`src/rtl/tx_fifo.sv`:
```
// tx_fifo: transmit-side byte buffer between the bridge core and the UART transmitter.
// Bytes written on wr_en are queued in a DEPTH-entry array and then moved into a
// registered output stage, so tx_data/tx_valid come straight from flops.
//
// Ports:
//   clk       - system clock, rising edge
//   rst       - asynchronous active-high reset
//   wr_en     - write strobe, one byte per cycle
//   wr_data   - byte to enqueue
//   full      - storage array holds DEPTH entries (output register not counted)
//   free      - empty storage entries, 0..DEPTH
//   tx_data   - byte offered to the transmitter
//   tx_valid  - tx_data is valid
//   tx_ready  - transmitter accepts tx_data this cycle
//   idle      - storage empty and output stage empty
//   ovf_clr   - (TX_FIFO_OVF_EN) synchronous clear of ovf/ovf_count
//   ovf       - (TX_FIFO_OVF_EN) sticky flag: a write was dropped while full
//   ovf_count - (TX_FIFO_OVF_EN) saturating count of dropped bytes
//
// Optional feature: define TX_FIFO_OVF_EN to add the overflow flag and counter.
// Without it, writes while full are dropped with no trace.

module tx_fifo #(
  parameter int unsigned DEPTH = 256,
  localparam int unsigned ADDR_BITS = $clog2(DEPTH)
) (
  input  logic                 clk,
  input  logic                 rst,
  input  logic                 wr_en,
  input  logic [7:0]           wr_data,
  output logic                 full,
  output logic [ADDR_BITS:0]   free,
  output logic [7:0]           tx_data,
  output logic                 tx_valid,
  input  logic                 tx_ready,
`ifdef TX_FIFO_OVF_EN
  input  logic                 ovf_clr,
  output logic                 ovf,
  output logic [15:0]          ovf_count,
`endif
  output logic                 idle
);

  localparam logic [ADDR_BITS:0] DepthP = (ADDR_BITS + 1)'(DEPTH);

  logic [7:0]         mem [DEPTH];
  logic [ADDR_BITS:0] wr_ptr_q, wr_ptr_d;
  logic [ADDR_BITS:0] rd_ptr_q, rd_ptr_d;
  logic [7:0]         tx_data_q, tx_data_d;
  logic               tx_valid_q, tx_valid_d;
  logic               mem_empty;
  logic               do_write;
  logic               load;

  // Pointers carry one extra wrap bit so full and empty are distinguishable.
  assign mem_empty = (wr_ptr_q == rd_ptr_q);
  assign full      = (wr_ptr_q[ADDR_BITS-1:0] == rd_ptr_q[ADDR_BITS-1:0]) &&
                     (wr_ptr_q[ADDR_BITS] != rd_ptr_q[ADDR_BITS]);
  assign free      = DepthP - (wr_ptr_q - rd_ptr_q);

  // full is the pre-edge value, so a write while full is dropped even if a
  // load frees an entry in the same cycle.
  assign do_write  = wr_en && !full;
  assign load      = !mem_empty && (!tx_valid_q || tx_ready);

  always_comb begin
    wr_ptr_d   = wr_ptr_q;
    rd_ptr_d   = rd_ptr_q;
    tx_data_d  = tx_data_q;
    tx_valid_d = tx_valid_q;
    if (do_write) begin
      wr_ptr_d = wr_ptr_q + 1'b1;
    end
    if (load) begin
      tx_data_d  = mem[rd_ptr_q[ADDR_BITS-1:0]];
      tx_valid_d = 1'b1;
      rd_ptr_d   = rd_ptr_q + 1'b1;
    end else if (tx_valid_q && tx_ready) begin
      tx_valid_d = 1'b0;
    end
  end

  always_ff @(posedge clk or posedge rst) begin
    if (rst) begin
      wr_ptr_q   <= '0;
      rd_ptr_q   <= '0;
      tx_data_q  <= 8'h00;
      tx_valid_q <= 1'b0;
    end else begin
      wr_ptr_q   <= wr_ptr_d;
      rd_ptr_q   <= rd_ptr_d;
      tx_data_q  <= tx_data_d;
      tx_valid_q <= tx_valid_d;
    end
  end

  // Storage is deliberately not reset.
  always_ff @(posedge clk) begin
    if (do_write) begin
      mem[wr_ptr_q[ADDR_BITS-1:0]] <= wr_data;
    end
  end

  assign tx_data  = tx_data_q;
  assign tx_valid = tx_valid_q;
  assign idle     = mem_empty && !tx_valid_q;

`ifdef TX_FIFO_OVF_EN
  logic        ovf_q, ovf_d;
  logic [15:0] ovf_count_q, ovf_count_d;

  // Clear is applied first so a drop in the same cycle wins.
  always_comb begin
    ovf_d       = ovf_q;
    ovf_count_d = ovf_count_q;
    if (ovf_clr) begin
      ovf_d       = 1'b0;
      ovf_count_d = 16'h0000;
    end
    if (wr_en && full) begin
      ovf_d = 1'b1;
      if (ovf_count_d != 16'hFFFF) begin
        ovf_count_d = ovf_count_d + 16'h0001;
      end
    end
  end

  always_ff @(posedge clk or posedge rst) begin
    if (rst) begin
      ovf_q       <= 1'b0;
      ovf_count_q <= 16'h0000;
    end else begin
      ovf_q       <= ovf_d;
      ovf_count_q <= ovf_count_d;
    end
  end

  assign ovf       = ovf_q;
  assign ovf_count = ovf_count_q;
`endif

endmodule

```
`config.mk`:
```
export PLATFORM = sky130hd
export DESIGN_NAME = tx_fifo
export DESIGN_NICKNAME = d
export VERILOG_FILES = /design/src/rtl/tx_fifo.sv
export SDC_FILE = /design/constraint.sdc
export NUM_CORES = 2
export LEC_CHECK = 0
export ABC_AREA = 1
export CORE_MARGIN = 2
export CORE_UTILIZATION = 40
export CTS_CLUSTER_DIAMETER = 50
export DETAILED_ROUTE_END_ITERATION = 10
export DONT_BUFFER_PORTS = 1
export PLACE_DENSITY = 0.64
export SLEW_MARGIN = 20
export SYNTH_ARGS = -nofsm -noshare
export SYNTH_HDL_FRONTEND = slang
export SYNTH_SLANG_ARGS = --single-unit
```
`constraint.sdc`:
```
create_clock -name clk -period 4.45 [get_ports clk]
set_clock_uncertainty 0.2 [all_clocks]
set_input_delay 0.445 -clock clk [delete_from_list [all_inputs] [get_ports clk]]
set_output_delay 0.445 -clock clk [all_outputs]
set_load 0.03 [all_outputs]
```
==> results.tsv <==
metric	value	unit
cts.path.max_buffers	3	
yosys_warnings	0	
synthAdderAreaFrac	0.311	%
syn_area	87000	um2
synth_cells	7936	
power.density	626	nW/um2
period_minus_slack	4.32	ns
cts.sinks	2075	
arrival	3.68	ns
crit_type	flop to output pin	
synth_edf_count	2048	
grt_max_degree	257	
synth_top_area_share	70.7	%
die-area	221000	um2
critical_path.slowest_cell	dfrtp_1	
firstDrtPassIters	8	
wirelength	228	mm
initial_core_util	40.1	%
synth_xor_area_share	0.222	%
cp.depth	13	
muxShareOfSynthArea	0	%
dp_hpwl	121	mm
vdd_ir_drop_max	822	uV
placed_cell_area	89500	um2
fp-row-count	171	
cp_top_family	adder cells	
cp_common_cell	nor2_1	
crit_buf_inv	2	
hold_class	input port to flop	
core-area	217000	um2
avgSynthCellArea	11.0	um2
reg2reg_depth	17	
rsz0062_at_grt	false	
drive_above_1_share	5.63	%
slew_headroom	13.6	%
maxCapViolations	0	
synth_nets	7969	
synth_largest_area_cell	edfxtp_1	
nets	7850	
die_h	470	um
slowest_delay	0.46	ns
track_usage	20.1	%
synthSimpleGateAreaFrac	18.7	%
synth-compound-area-share	4.68	%
clk_pin_slew	0.06	ns
critPathRequiredTime	3.81	ns
fin_setup_tns	0	ns
synth_commonest_cells	edfxtp_1, nand2_1, nor2_1, nand3_1, o21ai_0	
ys_seq_elements	2075	
area_growth	11.1	%
dieWidth	470	um
overflow	0	
grt_pass1_wl	340	mm
design_area	96700	um2
tightestPinTransition	1.30	ns
ant_nets	0	
synthTopCellsByArea	edfxtp_1, nand2_1, nor2_1	
worstSetupEndpointType	output pin	
cts_tree	yes	
io_pins	32	
synth.distinct_cells	32	
fmaxAchievable	231	MHz
synth_most_common_cell	edfxtp_1	
wire_per_inst	21.0	um
slew_viol_final	0	
vias_per_cell	5.25	
clk_latency	0.85	ns
cts-buffers-inserted	201	
place.port_buffers	0	
cts_root_buf	clkbuf_16	
cts_htree_levels	4	
synth_ff_type	edfxtp_1	
vias	56900	
synth_top_family_by_area	simple AND/OR/NAND/NOR gates	
yosysSeqAreaShare	71.5	%
holdPathStages	4	
status	finished clean	
hold_viol	0	
crit_chain	ha_1 -> ha_1 -> a21oi_1 -> nand2_1 -> a21o_1 -> a21oi_2 -> nor2_1 -> nor2_1 -> nor2_1 -> nor2_2 -> xor2_4 -> buf_4 -> buf_4	
async_flop_share	1.30	%
path_max_fanout	5	
period_share	97.1	%
crit_path_start_kind	flop	
first_global_vias	54400	
gp_congestion	0.854	
drt_iter0_markers	6978	
drc	0	
power	60.5	mW
setup_viol	0	
antenna_found_initial	4	
p_leak	35.3	nW
## worst reg2reg max path, cell delays in order (launching register included)
cell and delay, ns:
dfrtp_4 0.49, buf_4 0.26, buf_12 0.43, buf_4 0.86
nor2_1 0.13, nor2_1 0.11, o21ai_0 0.10, nand2_1 0.09
nand2_1 0.05, nand2_1 0.10, inv_1 0.08, nand2_1 0.07
nand2_1 0.05, nand3_1 0.20, nor2_1 0.13, nor2_1 0.41
nor2_1 0.10, nor2_1 0.10
## registers in the layout, summed over array words and instances (netlist names)
name / cells
tx_data: 8
tx_valid: 1
mem: 2048
wr_ptr_q: 9
rd_ptr_q: 9
## per-layer routing
layer	vias up	global-route usage, %	share of wire [%]	routed length [um]
met1	27700	27.2	41	93600
li1	26500	-	-	-
met5	-	0	0	0
met4	0	7.21	3.4	7780
met3	384	3.72	8.5	19500
met2	2317	32.6	47	107000
## cells in the final DEF, fill, tap and decap left out, types with 18 or more instances in the layout
cell type	count
ha_1	20
clkbuf_16	204
clkbuf_1	33
o21ai_0	532
o211ai_1	67
dfrtp_1	23
buf_12	20
xor2_1	18
o21ai_1	84
a21oi_1	72
nand3_1	615
edfxtp_1	2048
nor2_1	1409
inv_1	461
clkinv_2	38
bufinv_16	19
clkinv_1	70
nand2_1	2027
buf_4	93
## kinds of logic after synthesis
kind of cell,Yosys count
flops,2075
compound gates,774
fa+ha+maj,21
simple gates,4096
buf+inv,948
xor+xnor,22
## power breakdown
| group | internal [mW] | switching (mW) | leakage (nW) |
|---|---|---|---|
| Clock | 9.54 | 7.35 | 3.18 |
| Sequential | 21.7 | 0.322 | 18.7 |
| Combinational | 5.75 | 15.8 | 13.4 |
## per-stage QoR
step	cells	util (%)	setup slack [ns]	hold slack, ns
2_1_floorplan	7936	-	0.903	0.256
5_1_grt	10800	44.6	0.0318	0.251
6_report	10800	44.6	0.129	0.255
3_3_place_gp	10400	41.3	0.426	0.263
3_5_place_dp	10400	41.3	0.422	0.259
4_1_cts	10800	44.4	0.00526	0.136
## worst paths after layout
kind	from	to	slack, ns
max in group asynchronous	rst	rd_ptr_q[1]$_DFFE_PP0P_	3.20
max	rd_ptr_q[3]$_DFFE_PP0P_	free[8]	0.13
min reg2reg	wr_ptr_q[8]$_DFFE_PP0P_	wr_ptr_q[8]$_DFFE_PP0P_	0.29
max reg2reg	rd_ptr_q[0]$_DFFE_PP0P_	tx_data[2]$_DFFE_PP0P_	0.41
min in group asynchronous	rst	tx_valid$_DFFE_PP0P_	0.49
min	tx_ready	tx_valid$_DFFE_PP0P_	0.26
## final cells by class
cell class | count | area (um2)
Timing Repair Buffer | 143 | 1700
Tap cell | 2854 | 3570
Antenna cell | 4 | 10.0
Clock inverter | 134 | 1250
Sequential cell | 2075 | 62200
Inverter | 483 | 1850
Clock buffer | 239 | 5260
Multi-Input combinational cell | 4913 | 20800
Fill cell | 19600 | 120000
## repair_timing
| action | in CTS | in global routing |
|---|---|---|
| cloned | 0 | 0 |
| gates resized for setup | 7 | 3 |
| pin swaps | 0 | 1 |
| hold buffers | 12 | 8 |
| setup buffers | 1 | 3 |
| hold endpoints to repair | 2085 | 359 |
| setup endpoints to repair | 4 | 1 |
(Power assumes the default switching activity.)
